<file path="config.mk">
export PLATFORM = sky130hd
export DESIGN_NAME = rtc_bus_responder
export DESIGN_NICKNAME = d
export VERILOG_FILES = /design/src/rtl/rtc_bus_responder.sv
export SDC_FILE = /design/constraint.sdc
export NUM_CORES = 1
export LEC_CHECK = 0
export ABC_AREA = 1
export BUFFER_PORTS_ARGS = -buffer_cell sky130_fd_sc_hd__buf_2
export CORE_UTILIZATION = 55
export DETAILED_ROUTE_END_ITERATION = 10
export PLACE_DENSITY = 0.81
export SYNTH_ARGS = -nofsm -noshare
export SYNTH_HDL_FRONTEND = slang
export SYNTH_SLANG_ARGS = --single-unit
export TNS_END_PERCENT = 30
</file>
<file path="constraint.sdc">
create_clock -name clk -period 9.3 [get_ports clk]
set_input_delay 1.395 -clock clk [delete_from_list [all_inputs] [get_ports clk]]
set_output_delay 1.395 -clock clk [all_outputs]
set_load 0.005 [all_outputs]
</file>
<file path="src/rtl/rtc_bus_responder.sv">
// Responder side of the multiplexed AD/cs/rd/wr RTC bus: BCD clock, calendar and
// countdown timer advanced once per prescaled second.
module rtc_bus_responder #(
   parameter int unsigned TICKS_PER_SEC = 100000000,
   parameter int unsigned MIN_STROBE    = 2
) (
   input  logic       clk,
   input  logic       rst,
   input  logic       cs,
   input  logic       ad,
   input  logic       wr,
   input  logic       rd,
   input  logic [7:0] ADin,
   output logic [7:0] ADout,
   output logic       ADoe,
   output logic       irq_n,
   output logic       tick
);
   localparam int unsigned PW = (TICKS_PER_SEC > 1) ? $clog2(TICKS_PER_SEC) : 1;
   localparam logic [PW-1:0] PMAX = PW'(TICKS_PER_SEC - 1);
   localparam logic [7:0] MIN_CNT = 8'(MIN_STROBE);

   typedef enum logic [1:0] {IDLE, ADDR_LOW, WDATA_LOW, RDATA} state_t;

   state_t state;
   logic s_cs, s_ad, s_wr, s_rd;
   logic [7:0] s_din, cnt, addr, lat, rd_val;
   logic wr_go, tick_now, tick_defer, adv;
   logic [PW-1:0] pre;
   logic [7:0] ctrl, status, sec, min, hr, day, mon, yr, tsec, tmin, thr;
   logic [7:0] n_sec, n_min, n_hr, n_day, n_mon, n_yr, n_tsec, n_tmin, n_thr, h_inc;
   logic c_h, c_d, c_mo, c_y, t_expire;

   function automatic logic [7:0] inc_bcd(input logic [7:0] v);
      return (v[3:0] == 4'h9) ? {v[7:4] + 4'h1, 4'h0} : v + 8'h01;
   endfunction

   function automatic logic [7:0] dec_bcd(input logic [7:0] v);
      return (v[3:0] == 4'h0) ? {v[7:4] - 4'h1, 4'h9} : v - 8'h01;
   endfunction

   // A BCD year is a multiple of 4 when an even tens digit pairs with 0/4/8 or an odd one with 2/6.
   function automatic logic [7:0] month_days(input logic [7:0] m, input logic [7:0] y);
      logic leap;
      leap = y[4] ? (y[3:0] == 4'h2 || y[3:0] == 4'h6)
                  : (y[3:0] == 4'h0 || y[3:0] == 4'h4 || y[3:0] == 4'h8);
      case (m)
         8'h02:                      return leap ? 8'h29 : 8'h28;
         8'h04, 8'h06, 8'h09, 8'h11: return 8'h30;
         default:                    return 8'h31;
      endcase
   endfunction

   always_ff @(posedge clk or posedge rst) begin
      if (rst) begin
         s_cs <= 1'b1; s_ad <= 1'b0; s_wr <= 1'b1; s_rd <= 1'b1; s_din <= '0;
      end else begin
         s_cs <= cs; s_ad <= ad; s_wr <= wr; s_rd <= rd; s_din <= ADin;
      end
   end

   always_comb begin
      rd_val = '0;
      case (addr)
         8'h00: rd_val = ctrl;
         8'h01: rd_val = status;
         8'h21: rd_val = sec;
         8'h22: rd_val = min;
         8'h23: rd_val = hr;
         8'h24: rd_val = day;
         8'h25: rd_val = mon;
         8'h26: rd_val = yr;
         8'h41: rd_val = tsec;
         8'h42: rd_val = tmin;
         8'h43: rd_val = thr;
         default: rd_val = '0;
      endcase
   end

   always_ff @(posedge clk or posedge rst) begin
      if (rst) begin
         state <= IDLE; cnt <= '0; addr <= '0; lat <= '0; wr_go <= 1'b0;
         ADoe <= 1'b0; ADout <= '0;
      end else begin
         wr_go <= 1'b0;
         case (state)
            IDLE: begin
               ADoe  <= 1'b0;
               ADout <= '0;
               if (!s_cs && !s_wr && s_rd) begin
                  state <= s_ad ? WDATA_LOW : ADDR_LOW;
                  cnt   <= 8'd1;
                  lat   <= s_din;
               end else if (!s_cs && !s_rd && s_wr && s_ad) begin
                  state <= RDATA;
                  ADoe  <= 1'b1;
                  ADout <= rd_val;
               end
            end
            ADDR_LOW, WDATA_LOW: begin
               if (s_cs || !s_rd) begin
                  state <= IDLE;
               end else if (!s_wr) begin
                  if (cnt != 8'hFF) cnt <= cnt + 8'd1;
                  lat <= s_din;
               end else begin
                  if (cnt >= MIN_CNT) begin
                     if (state == ADDR_LOW) addr <= lat;
                     else wr_go <= 1'b1;
                  end
                  state <= IDLE;
               end
            end
            RDATA: begin
               if (!s_cs && !s_rd && s_wr && s_ad) begin
                  ADoe  <= 1'b1;
                  ADout <= rd_val;
               end else begin
                  ADoe  <= 1'b0;
                  ADout <= '0;
                  state <= IDLE;
               end
            end
            default: state <= IDLE;
         endcase
      end
   end

   assign tick_now = (pre == PMAX);
   // A tick landing on a write commit is replayed next cycle so it applies to the new value.
   assign adv = (tick_now && !wr_go) || tick_defer;

   always_comb begin
      n_sec = sec; n_min = min; n_hr = hr; n_day = day; n_mon = mon; n_yr = yr;
      c_h = 1'b0; c_d = 1'b0; c_mo = 1'b0; c_y = 1'b0;
      h_inc = inc_bcd({3'b000, hr[4:0]});
      if (sec == 8'h59) begin
         n_sec = '0;
         if (min == 8'h59) begin n_min = '0; c_h = 1'b1; end
         else n_min = inc_bcd(min);
      end else begin
         n_sec = inc_bcd(sec);
      end
      if (c_h) begin
         if (ctrl[4]) begin
            if (hr[4:0] == 5'h11) begin
               n_hr = {hr[7:6], ~hr[5], 5'h12};
               c_d  = hr[5];
            end else if (hr[4:0] == 5'h12) begin
               n_hr = {hr[7:5], 5'h01};
            end else begin
               n_hr = {hr[7:5], h_inc[4:0]};
            end
         end else if (hr == 8'h23) begin
            n_hr = '0;
            c_d  = 1'b1;
         end else begin
            n_hr = inc_bcd(hr);
         end
      end
      if (c_d) begin
         if (day >= month_days(mon, yr)) begin n_day = 8'h01; c_mo = 1'b1; end
         else n_day = inc_bcd(day);
      end
      if (c_mo) begin
         if (mon >= 8'h12) begin n_mon = 8'h01; c_y = 1'b1; end
         else n_mon = inc_bcd(mon);
      end
      if (c_y) n_yr = (yr == 8'h99) ? 8'h00 : inc_bcd(yr);

      n_tsec = tsec; n_tmin = tmin; n_thr = thr;
      t_expire = 1'b0;
      if ({tsec, tmin, thr} == '0) begin
         t_expire = 1'b1;
      end else begin
         if (tsec != 8'h00) begin
            n_tsec = dec_bcd(tsec);
         end else begin
            n_tsec = 8'h59;
            if (tmin != 8'h00) n_tmin = dec_bcd(tmin);
            else begin n_tmin = 8'h59; n_thr = dec_bcd(thr); end
         end
         t_expire = ({n_tsec, n_tmin, n_thr} == '0);
      end
   end

   always_ff @(posedge clk or posedge rst) begin
      if (rst) begin
         pre <= '0; tick <= 1'b0; tick_defer <= 1'b0; irq_n <= 1'b1;
         ctrl <= '0; status <= '0; sec <= '0; min <= '0; hr <= '0;
         day <= 8'h01; mon <= 8'h01; yr <= '0; tsec <= '0; tmin <= '0; thr <= '0;
      end else begin
         pre        <= tick_now ? '0 : pre + 1'b1;
         tick       <= tick_now;
         tick_defer <= tick_now && wr_go;
         if (adv) begin
            sec <= n_sec; min <= n_min; hr <= n_hr; day <= n_day; mon <= n_mon; yr <= n_yr;
            if (ctrl[3]) begin
               tsec <= n_tsec; tmin <= n_tmin; thr <= n_thr;
               if (t_expire) begin
                  status[0] <= 1'b1;
                  irq_n     <= 1'b0;
                  ctrl[3]   <= 1'b0;
               end
            end
         end
         if (wr_go) begin
            case (addr)
               8'h00: ctrl <= lat;
               8'h01: begin status <= '0; irq_n <= 1'b1; end
               8'h21: sec  <= lat;
               8'h22: min  <= lat;
               8'h23: hr   <= lat;
               8'h24: day  <= lat;
               8'h25: mon  <= lat;
               8'h26: yr   <= lat;
               8'h41: tsec <= lat;
               8'h42: tmin <= lat;
               8'h43: thr  <= lat;
               default: ;
            endcase
         end
      end
   end
endmodule
</file>
=== Word-level counts from Yosys, hierarchy flattened ===
Index checks and enable logic that the tools add are counted.

* Bits of input ports: 14
* Bits in registers: 159
* Output and inout port bits: 11

* Add/sub/neg operators: 22
* Bitwise logic cells: 2
* Magnitude comparators: 3
* Mux-type cells: 124
* Eq/ne operators: 43
* Reductions and logical operators: 35

{| class="wikitable"
|+ Operator list
! kind !! number
|-
| $mux W8 || 72
|-
| $pmux W8 S11 || 1
|-
| $add A8 B1 Y8 const B || 7
|-
| $eq A8 B6 Y1 const B || 7
|-
| $logic_not A24 Y1 || 2
|-
| $pmux W8 S2 || 3
|-
| $eq A8 B7 Y1 const B || 5
|-
| $mux W1 || 33
|-
| $eq A4 B4 Y1 const B || 7
|-
| $add A27 B1 Y27 const B || 1
|-
| $eq A27 B27 Y1 const B || 1
|-
| $mux W27 || 1
|-
| $add A4 B1 Y4 const B || 6
|-
| $sub A8 B1 Y8 const B || 3
|-
| $eq A8 B3 Y1 const B || 2
|-
| $logic_not A4 Y1 || 4
|-
| $reduce_bool A8 Y1 || 2
|-
| $mux W2 || 6
|-
| $sub A4 B1 Y4 const B || 3
|-
| $eq A5 B5 Y1 const B || 2
|-
| $mux W5 || 2
|-
| $ne A2 B2 Y1 const B || 5
|-
| $pmux W5 S2 || 1
|-
| $reduce_and A5 Y1 || 2
|-
| 32 further kinds || 51
|}

=== Depth between registers and ports, before layout ===
Gate-level depths: netlist of run 1.

* Depth after elaboration: 15
* Depth in mapped cells: 21

=== Worst setup path before layout of run 1 ===
No wires, ideal clock.

* Path type: register to register
* From: register mon[0]
* To: register mon[6]
* Arrival: 2.344 ns
* Slack: 6.826 ns
* Buffers on the path: 0
* Cell stages (with the launch flop): 21
* Setup time: 0.130 ns
* Path through: dfstp_2 -> inv_1 -> nor2_1 -> inv_1 -> nor3_1 -> a31oi_1 -> o21ai_0 -> a31oi_1 -> ha_1 -> nand2_1 -> nand2_1 -> nand2_1 -> nand2_1 -> nand3_1 -> inv_1 -> nor2_4 -> nand2_4 -> nand2_1 -> inv_1 -> nand2_1 -> o21ai_0

* Cells in the longest elaborated chain, start to end: 11
* Elaborated cells between the ends (all ways): 20
* Those cells by class: 1 x add/sub; 2 x order compare; 6 x eq/ne; 10 x mux; 1 x reduce/logical

{| class="wikitable"
|+ RTL lines
! what !! line !! source
|-
| start: declaration || 30 || <nowiki>logic [7:0] ctrl, status, sec, min, hr, day, mon, yr, tsec, tmin, thr;</nowiki>
|-
| start signal: assignment || 197 || <nowiki>sec <= n_sec; min <= n_min; hr <= n_hr; day <= n_day; mon <= n_mon; yr <= n_yr;</nowiki>
|-
| start signal: assignment || 215 || <nowiki>8'h25: mon <= lat;</nowiki>
|-
| $eq A8 B3 Y1, or another cell as far along || 47 || <nowiki>case (m)</nowiki>
|-
| $reduce_or A4 Y1 || 47 ||
|-
| $pmux W5 S2 || 47 ||
|-
| $mux W8 || 161 || <nowiki>if (c_d) begin</nowiki>
|-
| $ge A8 B8 Y1 || 162 || <nowiki>if (day >= month_days(mon, yr)) begin n_day = 8'h01; c_mo = 1'b1; end</nowiki>
|-
| $mux W1 || 162 ||
|-
| $mux W1 || 161 ||
|-
| $mux W8 (*) || 165 || <nowiki>if (c_mo) begin</nowiki>
|-
| $mux W8 (*) || 196 || <nowiki>if (adv) begin</nowiki>
|-
| $mux W8 || 208 || <nowiki>case (addr)</nowiki>
|-
| $mux W8 (*) || 207 || <nowiki>if (wr_go) begin</nowiki>
|}

Mark *: on every way between the ends. The rest lies on a longest branch, timed or not. The select of a mux whose other input is x is not followed.
A chain may end at the register's enable or synchronous reset.

=== Worst setup path after layout of run 1 ===
* From: register mon[4]
* To: register mon[6]

The elaborated chain is that of the path after synthesis.

==> summary.md, run 1 <==
| Metric | Value |
|---|---|
| Outcome | `completed` |
| Hold WS | `~460 ps` |
| Final net count | `1,470` |
| Hold Fails Final Rpt | `0` |
| Met1 GRT Util | `0.434` |
| Post-synthesis adder-cell area fraction | `0.0411` |
| GR peak layer | `met2` |
| Commonest non-fill, non-tap cells in the layout | `312 x nand2_1, 223 x inv_1, 153 x dfrtp_1, 138 x nor2_1, 129 x o21ai_0` |
| Core outline area | `18,000 um^2` |
| # DRC | `0` |
| Leak pwr | `5.30 nW` |
| Num CTS Buffers | `17` |
| Antenna violations before repair | `0` |
| Clock tree buffer depth | `2` |
| Worst slew pin tran | `900 ps` |
| Simple-gate share of the synthesized area | `0.294` |
| Layout cells sized above 1 | `0.0662` |
| Worst EP required | `9580 ps` |
| Post-Syn Instances | `between 1,000 and 1,500` |
| Fraction of registers with async set/reset | `1.00` |
| Die span in x | `137 um` |
| Worst VDD drop | `0.183 mV` |
| Pwr per Cell Area | `around 160 nW/um^2` |
| Fill count | `1,575` |
| Chip height | `137 um` |
| Total routed wirelength | `28.1 mm` |
| Area of the multi-input gates | `5100 um^2` |
| Post-synthesis mux area share | `0` |
| Compound-Gate Fraction of Synth Area | `0.154` |
| Via density | `5.96` |
| RSZ-0062 raised after global routing | `no` |
| Startpoint types | `register` |
| Die area | `18,800 um^2` |
| Clock slew at reported path FFs | `70 ps` |
| Largest Register | `pre` |
| R2r startpoint | `mon[4]` |
| Register-to-Register Setup Slack | `6290 ps` |
| Hold Crit Class | `register to register` |
| Routability congestion estimate | `1.00` |
| Most used DFF post-synth | `dfrtp_1` |
| IO buf count | `24` |
| FP Rows | `49` |
| Hold Crit Depth | `2` |
| Sequential-to-total area share from yosys stat | `0.397` |
| Starting density of the core | `0.559` |
| CP Max Fanout | `8` |
| First-pass DRT Iterations | `6` |
| Number of diodes | `0` |
| Root Buffer Master | `clkbuf_16` |
| R2R Path End | `mon[6]` |
| Max reg flops | `27` |
| Final setup violation count | `0` |
| Global-route usage over all layers | `0.312` |
| Global-route wire length before repair | `~45 mm` |
| Max Clk Rate | `332 MHz` |
| Area delta synth->final | `8.42%` |
| Syn avg cell area | `7.18 um^2` |
| Reg2Reg Depth | `19` |
| MaxCap Viol Count | `0` |
| Tcrit/Tclk final | `0.324` |
| Post-detail-place hpwl | `20.2 mm` |
| Register area | `3990 um^2` |
| Resized cells post-CTS | `0` |
| Syn_nets | `1,446` |
| Setup_tns | `0 ps` |
| Mapped Area | `10,000 um^2` |
| Max Slew Vio Count | `0` |
| Min Tclk post-route | `3010 ps` |
| Hold Path Sink | `lat[2]` |
| CTS tree | `yes` |
| DRT iter0 DRCs | `about 1,200` |
| Largest family of logic cells by synthesized area | `simple AND/OR/NAND/NOR gates` |
| H-Tree Depth | `4` |
| Worst-Skew Late Latency | `430 ps` |
| Hold_sp | `s_din[2]` |
| Clk sink count | `159` |
| Total congestion overflow | `0` |
| Vias in the first global route | `between 8,000 and 9,000` |
| Total vias in the final route | `between 9,000 and 10,000` |
| #FFs+latches synth | `about 160` |
| YS warnings | `0` |
| Post-synth cell types | `47` |
| Setup Fix Bufs, Post-CTS | `0` |
| GR Layer Usage met3 | `0.0633` |
| Avg WL per Cell | `16.9 um` |
| Setup CP Type | `register to register` |
| Commonest non-fill, non-tap cell in the layout | `nand2_1` |
| Met2 GRT Util | `0.479` |
| Post-synth EDFFs | `0` |
| Relative slew margins | `0.398` |
| Critical path capture point type | `register` |
| Synth Area in XOR/XNOR | `0.0183` |
| CTS Hold Buffers Added | `0` |
| Worst Path Arrival | `around 3300 ps` |
| I/O Pins | `25` |
| Largest net degree at the start of global routing | `93` |
| Clock skew | `15.3 ps` |
| DRT antenna net count | `0` |
[critical path, cell delays in order (launching register included)]
cell	delay (ps)
dfrtp_1	430
inv_1	150
ha_1	160
nand2_1	70
nor3_1	370
inv_1	100
ha_1	310
inv_1	40
nor2_1	130
nand2_1	70
nand2_1	60
nand2_1	40
nand3_1	150
inv_1	130
nor2_4	260
nand2_4	110
nand2_1	70
inv_1	70
nand2_1	60
o21ai_0	80
[logic make-up after synthesis]
family          after synthesis
simple gates                662
buf+inv                     248
flops                       159
fa+ha+maj                    33
xor+xnor                     21
compound gates              276
[synth_stat cells, types with 4 or more instances]
cell type,n,area share
nand2_1,312,0.12
inv_1,224,0.084
dfrtp_1,153,0.38
nor2_1,138,0.052
o21ai_0,129,0.064
nand3_1,82,0.041
a21oi_1,55,0.027
o22ai_1,53,0.033
nand4_1,40,0.025
nor3_1,40,0.020
ha_1,33,0.041
xor2_1,17,0.015
nor4_1,14,0.0087
a31oi_1,10,0.0062
clkbuf_1,9,0.0034
nor2_2,8,0.0050
dfstp_2,6,0.016
o211ai_1,6,0.0045
a22oi_1,5,0.0037
buf_2,5,0.0025
buf_4,4,0.0030
nand2_2,4,0.0025
nand3b_1,4,0.0030
nor2_4,4,0.0045
nor3_2,4,0.0040
nor3b_1,4,0.0030
xnor2_1,4,0.0035
[power breakdown]
group / total (W) / leakage (nW) / switching [W] / internal [W]
Combinational: 0.000306 / 2.90 / 0.000236 / 0.0000698
Sequential: 0.000824 / 2.14 / 0.0000825 / 0.000741
Clock: 0.000649 / 0.258 / 0.000302 / 0.000347
[final cells by class]
cell class / instances / share of cell area
multi-input cells: 992 / 0.468
clock buffers: 20 / 0.0401
inverters: 228 / 0.0790
repair buffers: 25 / 0.0117
flip-flops and latches: 159 / 0.366
clock inverters: 12 / 0.00930
well taps: 229 / 0.0263
[how the worst max path moves through the flow]
stage                     startpoint     end  cells past startpoint
after global routing          mon[4]  mon[6]                     19
after global placement           rst  thr[4]                      3
final                         mon[4]  mon[6]                     19
after detailed placement         rst   hr[7]                      3
after CTS                     mon[4]  mon[6]                     19
after floorplan                  rst    ADoe                      1
[routing by layer]
layer / vias to the layer above / share of wire / wire [um]
met5: - / 0 / 0
met4: 0 / 0.033 / 932
met3: 85 / 0.097 / 2720
met2: 542 / 0.45 / 12600
met1: 4599 / 0.42 / 11800
li1: 4695 / - / -
[metrics by stage]
step           total power [W]  area [um^2]   util  instances  worst slack, ps
6_report               0.00178        10900  0.607       1665             6290
5_1_grt                0.00184        10900  0.607       1665             5960
4_1_cts                0.00177        10900  0.607       1665             6310
3_5_place_dp           0.00112        10400  0.577       1633             6230
3_3_place_gp           0.00112        10400  0.577       1633             6240
2_1_floorplan         0.000983        10000      -       1399             3620
(Power assumes the default switching activity.)
==> run 2, diff against run 1 <==
Settings changed: ABC_AREA 1 to 0.
Clock period 9.3 ns to 3.1 ns, I/O delays scaled along.
==> run 2 against run 1 <==
Effect of this change:
- the run now ends with setup timing left
- sequential power rose to 3.3 times the previous value
- cell count fell by 17%
- sequential cell count did not move
- die area fell by 0.63%
- area after synthesis fell by 0.63%
- count of clock-buffer cells in the layout fell by 2
- final area rose by 3.2%
- first-iteration DRC count fell by 3.8%
- critical path type unchanged
- critical endpoint is now day[2]
==> summary.md, run 2 <==
| Metric | Value |
|---|---|
| Max reg flops | `27` |
| Worst EP required | `3450 ps` |
| Relative slew margins | `0.435` |
| Avg WL per Cell | `approximately 20 um` |
| Worst slew pin tran | `847 ps` |
| Setup_tns | `-438 ps` |
| Outcome | `complete, but fails checks` |
| Clock slew at reported path FFs | `approximately 70 ps` |
| Top cells by area, synth | `dfrtp_1 38%, nor2_1 4.3%, ha_1 4.1%` |
| H-Tree Depth | `4` |
| Final worst slack | `-115 ps` |
| Mapped Area | `9990 um^2` |
| Min Tclk post-route | `3220 ps` |
| R2R Path End | `day[2]` |
| Max Clk Rate | `311 MHz` |
| Post-synth EDFFs | `0` |
| Sequential-to-total area share from yosys stat | `0.399` |
| Final net count | `1,193` |
| Hold_sp | `rd` |
| Synth cell count leaders | `153 x dfrtp_1, 114 x nor2_1, 105 x nand2_1` |
| Worst VDD drop | `0.546 mV` |
| Clock skew | `just over 9 ps` |
| Root Buffer Master | `clkbuf_16` |
| Worst Path Arrival | `3570 ps` |
| Largest Register | `pre` |
| # DRC | `0` |
| Core outline area | `roughly 18,000 um^2` |
| YS warnings | `0` |
| Total routed wirelength | `27.6 mm` |
| Area delta synth->final | `12.6%` |
| Largest net degree at the start of global routing | `99` |
| Post-detail-place hpwl | `roughly 18 mm` |
| DRT iter0 DRCs | `1,179` |
| DRT antenna net count | `0` |
| Max Slew Vio Count | `0` |
| Hold Path Sink | `s_rd` |
| MaxCap Viol Count | `0` |
| Syn avg cell area | `8.92 um^2` |
| Clk sink count | `159` |
| Hold Crit Class | `input port to register` |
| FP Rows | `48` |
| #FFs+latches synth | `between 150 and 200` |
| Chip height | `~140 um` |
| I/O Pins | `25` |
| Setup CP Type | `register to register` |
| Critical path capture point type | `register` |
| Global-route usage over all layers | `0.307` |
| Post-synth cell types | `74` |
| CP Max Fanout | `4` |
| Synth area leader | `dfrtp_1` |
| Starting density of the core | `0.569` |
| R2r startpoint | `mon[4]` |
| Worst-Skew Late Latency | `440 ps` |
| RSZ-0062 raised after global routing | `yes` |
| Most common cell in the netlist | `dfrtp_1` |
| Hold Crit Depth | `1` |
| Num CTS Buffers | `17` |
| Post-Place Cells | `1,344` |
| Leak pwr | `between 4 and 5 nW` |
| Fraction of registers with async set/reset | `1.00` |
| Most used DFF post-synth | `dfrtp_1` |
| Register-to-Register Setup Slack | `-120 ps` |
| Tcrit/Tclk final | `1.04` |
| Startpoint types | `register` |
| Pwr per Cell Area | `518 nW/um^2` |
| Vias in the first global route | `8,453` |
| IO buf count | `24` |
| Antenna violations before repair | `0` |
| Reg2Reg Depth | `12` |
| Post-place setup slack | `-81.4 ps` |
| Post-placement cell area | `10,500 um^2` |
| Global-route wire length before repair | `44.1 mm` |
| Final instance area | `11,200 um^2` |
| Total congestion overflow | `0` |
| Failing checks | `setup timing` |
| Hold Fails Final Rpt | `0` |
| First-pass DRT Iterations | `6` |
| Area fraction of the dominant cell type after synthesis | `0.383` |
| Layout cells sized above 1 | `0.160` |
| Syn_nets | `1,166` |
| Post-Syn Instances | `1,119` |
| Non-Filler Instances | `around 1,400` |
| Routability congestion estimate | `slightly above 0.9` |
| Clock tree buffer depth | `2` |
| Commonest non-fill, non-tap cell in the layout | `dfrtp_1` |
| Via density | `6.65` |
| Final setup violation count | `9` |
| Commonest non-fill, non-tap cells in the layout | `153 x dfrtp_1, 114 x nor2_1, 105 x nand2_1, 59 x o21ai_0, 55 x a21oi_1` |
| Die span in x | `about 140 um` |
| Hold WS | `118 ps` |
| Die area | `18,700 um^2` |
| Total vias in the final route | `slightly above 9,000` |
| CTS tree | `yes` |
-- run 2: cell count changes after synthesis, moves of 19 or more --
cell and change:
nand2_1 -207, inv_1 -184, o21ai_0 -66, clkbuf_1 +45
o22ai_1 -43, nand3_1 -39, mux2_2 +29, mux2i_1 +29
nor2_1 -24, xnor2_1 +23, a31oi_1 +19
-- run 2: stage by stage --
stage          utilization  total power, W
2_1_floorplan            -         0.00322
3_3_place_gp         0.599         0.00369
3_5_place_dp         0.599         0.00373
4_1_cts              0.633         0.00577
5_1_grt              0.641         0.00602
6_report             0.641         0.00582
-- run 2: layout make-up --
type / count / area (um^2)
flip-flops and latches: 159 / 3990
clock buffers: 18 / 439
fillers: 1437 / 6290
multi-input cells: 853 / 5700
repair buffers: 75 / 556
clock inverters: 13 / 131
diodes: 1 / 2.50
inverters: 40 / 154
well taps: 225 / 282
-- run 2: report_power, final --
group	total, W	switching, W	internal (W)
logic	0.00102	0.000633	0.000386
clock network	0.00207	0.000927	0.00114
registers	0.00274	0.000499	0.00224
total	0.00582	0.00206	0.00377
-- run 2: critical path: stages (launching register included) --
cell and delay (ps):
dfrtp_1 420, inv_2 100, ha_4 150, nor4bb_4 210, a31oi_2 60, o32a_1 310, ha_1 290, nor4b_2 270
o211ai_1 180, or3_4 460, nor4_4 360, a31oi_1 140, o211ai_1 190
-- run 2: kinds of logic (layout without fill, tap and decap cells) --
family | after synthesis | after routing | share of synthesized area
simple gates | 453 | 453 | 0.242
compound gates | 266 | 266 | 0.175
flops | 159 | 159 | 0.399
buf+inv | 107 | 146 | 0.0425
mux | 58 | 58 | 0.0618
xor+xnor | 43 | 43 | 0.0377
fa+ha+maj | 33 | 33 | 0.0413
other cells | 0 | 1 | 0
-- run 2: how the worst max path moves through the flow --
stage | slack (ps) | start | depth (start not counted) | endpoint
2_1_floorplan | 130 | mon[2] | 11 | day[2]
3_3_place_gp | 70 | mon[4] | 12 | day[2]
3_5_place_dp | -80 | mon[4] | 12 | day[2]
4_1_cts | 60 | mon[4] | 12 | day[2]
5_1_grt | -260 | mon[4] | 12 | day[2]
6_report | -120 | mon[4] | 12 | day[2]
-- run 2: per-layer routing --
metal / GRT usage / wire (um) / up-vias
met5: 0 / 0 / -
met4: 0.127 / 785 / 0
met3: 0.0570 / 2600 / 79
met2: 0.463 / 12500 / 517
met1: 0.432 / 11700 / 4458
li1: - / - / 4148
-- run 2: what timing repair did --
item | CTS | global route
hold endpoints to repair | 9 | 0
pin swaps | 0 | 18
gates resized for setup | 4 | 21
endpoints found under the setup margin | 7 | 22
hold buffers | 1 | 0
setup buffers | 0 | 7
==> run 3, diff against run 2 <==
Settings changed: CORE_ASPECT_RATIO from default to 0.5, HOLD_SLACK_MARGIN from default to 0.12.
==> run 3 against run 2 <==
Effect of this change:
- the flow finishes with violations (DRC, setup timing)
- sequential cell count unchanged
- die area increased by 0.17%
- worst setup slack improved by 89 ps
- wire length increased by 2.8%
- sequential power about the same
- combinational power about the same
- count of clock-buffer cells in the layout increased by 2
- first-iteration DRC count increased by 15%
- cell count increased by 0.72%
- final area increased by 0.25%
- register-to-register slack improved by 90 ps
- critical path type unchanged
==> summary.md, run 3 (synthesized netlist as in run 2, its figures left out) <==
| Metric | Value |
|---|---|
| Outcome | `complete, but fails checks` |
| Failing checks | `DRC, setup timing` |
| Starting density of the core | `0.568` |
| Layout cells sized above 1 | `0.155` |
| Global-route usage over all layers | `0.312` |
| CP Max Fanout | `4` |
| First-pass DRT Iterations | `8` |
| Max reg flops | `27` |
| RSZ-0062 raised after global routing | `yes` |
| R2R Path End | `day[2]` |
| CP max stage delay | `450 ps` |
| Worst EP required | `~3500 ps` |
| Layout Utilization | `0.642` |
| Commonest non-fill, non-tap cell in the layout | `dfrtp_1` |
| Post-place setup slack | `-203 ps` |
| Min Tclk post-route | `3130 ps` |
| Commonest non-fill, non-tap cells in the layout | `152 x dfrtp_1, 114 x nor2_1, 105 x nand2_1, 62 x o21ai_0, 55 x a21oi_1` |
| Max Clk Rate | `320 MHz` |
| Clock tree buffer depth | `2` |
| Critical-path top delay cell | `or3_4` |
| Largest Register | `pre` |
| Hold_sp | `rd` |
| Clock skew | `15.2 ps` |
| Core outline area | `between 15,000 and 20,000 um^2` |
| Final worst slack | `-25.7 ps` |
| I/O Pins | `25` |
| MaxCap Viol Count | `0` |
| Root Buffer Master | `clkbuf_16` |
| Buf/Inv on CP | `1` |
| Avg WL per Cell | `20.4 um` |
| Hold Fails Final Rpt | `0` |
| Worst-Skew Late Latency | `440 ps` |
| Pwr per Cell Area | `528 nW/um^2` |
| Final setup violation count | `1` |
| Chip height | `97.3 um` |
| Worst path cell trace | `ha_1 > mux2_2 > a31oi_2 > o32a_1 > ha_1 > nor4b_2 > o211ai_1 > or3_4 > nor4_4 > buf_4 > nand4_1 > o211ai_1` |
| Vias in the first global route | `a little under 9,000` |
| H-Tree Depth | `4` |
| Area delta synth->final | `12.9%` |
| Hold WS | `between 100 and 150 ps` |
| Die area | `18,700 um^2` |
| Number of diodes | `0` |
| Relative slew margins | `0.282` |
| Clk sink count | `159` |
| FP Rows | `34` |
| Total vias in the final route | `9,164` |
| Worst VDD drop | `0.473 mV` |
| Antenna violations before repair | `0` |
| Hold Path Sink | `s_rd` |
| Leak pwr | `4.83 nW` |
| Via density | `6.57` |
| Global-route wire length before repair | `45.6 mm` |
| Routed wl met2 | `12.5 mm` |
| Metal-1 WL | `12.0 mm` |
| Largest net degree at the start of global routing | `65` |
| Final net count | `between 1,000 and 1,500` |
| Startpoint types | `register` |
| Post-detail-place hpwl | `19.1 mm` |
| Worst slew pin tran | `1080 ps` |
| CP delay by family, top | `simple AND/OR/NAND/NOR gates` |
| Routability congestion estimate | `0.950` |
| CTS tree | `yes` |
| R2r startpoint | `mon[4]` |
| IO buf count | `24` |
| Max Slew Vio Count | `0` |
| DRT iter0 DRCs | `1,359` |
| Hold Crit Class | `input port to register` |
| Total routed wirelength | `approximately 28 mm` |
| Tcrit/Tclk final | `1.01` |
| Power Total | `about 0.006 W` |
| DRT antenna net count | `0` |
| Total congestion overflow | `0` |
| Routed met3 length | `2.99 mm` |
| Die span in x | `193 um` |
| Worst Path Arrival | `3480 ps` |
| Max Used Layer | `met4` |
| Num CTS Buffers | `17` |
| Reg2Reg Depth | `12` |
| Hold Crit Depth | `1` |
| Clock slew at reported path FFs | `70 ps` |
| # DRC | `4` |
| Critical path capture point type | `register` |
| Register-to-Register Setup Slack | `-30 ps` |
| Setup CP Type | `register to register` |
## run 3: cell type report
| cell class | count | area [um^2] |
|---|---|---|
| fillers | 1378 | 6290 |
| multi-input cells | 853 | 5670 |
| flip-flops and latches | 159 | 3990 |
| repair buffers | 76 | 559 |
| clock buffers | 20 | 447 |
| well taps | 234 | 293 |
| clock inverters | 12 | 161 |
| inverters | 40 | 154 |
## run 3: worst max-delay path by stage
stage,cells after the start,slack (ps),start,to
2_1_floorplan,11,130,mon[2],day[2]
3_3_place_gp,12,-50,mon[4],day[2]
3_5_place_dp,12,-200,mon[4],day[2]
4_1_cts,12,20,mon[4],yr[4]
5_1_grt,13,-190,mon[4],day[2]
6_report,12,-30,mon[4],day[2]
## run 3: metal layers
layer / track usage / up-vias
met5: 0 / -
met4: 0.111 / 0
met3: 0.0885 / 81
met2: 0.467 / 502
met1: 0.430 / 4435
li1: - / 4146
## run 3: where the power goes
part | switching (W) | total, W | leakage [nW] | internal (W)
clock | 0.000924 | 0.00222 | 0.287 | 0.00130
combinational | 0.000624 | 0.00101 | 2.42 | 0.000384
sequential | 0.000489 | 0.00273 | 2.12 | 0.00224
total | 0.00204 | 0.00595 | 4.83 | 0.00392
## run 3: repair_timing
item	4_1_cts	5_1_grt
pin swaps	0	16
setup endpoints to repair	15	20
setup buffers	0	8
hold buffers	1	2
endpoints found under the hold margin	22	2
gates resized for setup	7	13
## run 3: stage by stage
stage | TNS [ps] | instances | cell area, um^2
2_1_floorplan | 0 | 1119 | 9990
6_report | -25.7 | 1394 | 11300
3_5_place_dp | -1400 | 1351 | 10500
3_3_place_gp | -76.9 | 1351 | 10500
4_1_cts | 0 | 1384 | 11100
5_1_grt | -1140 | 1394 | 11300
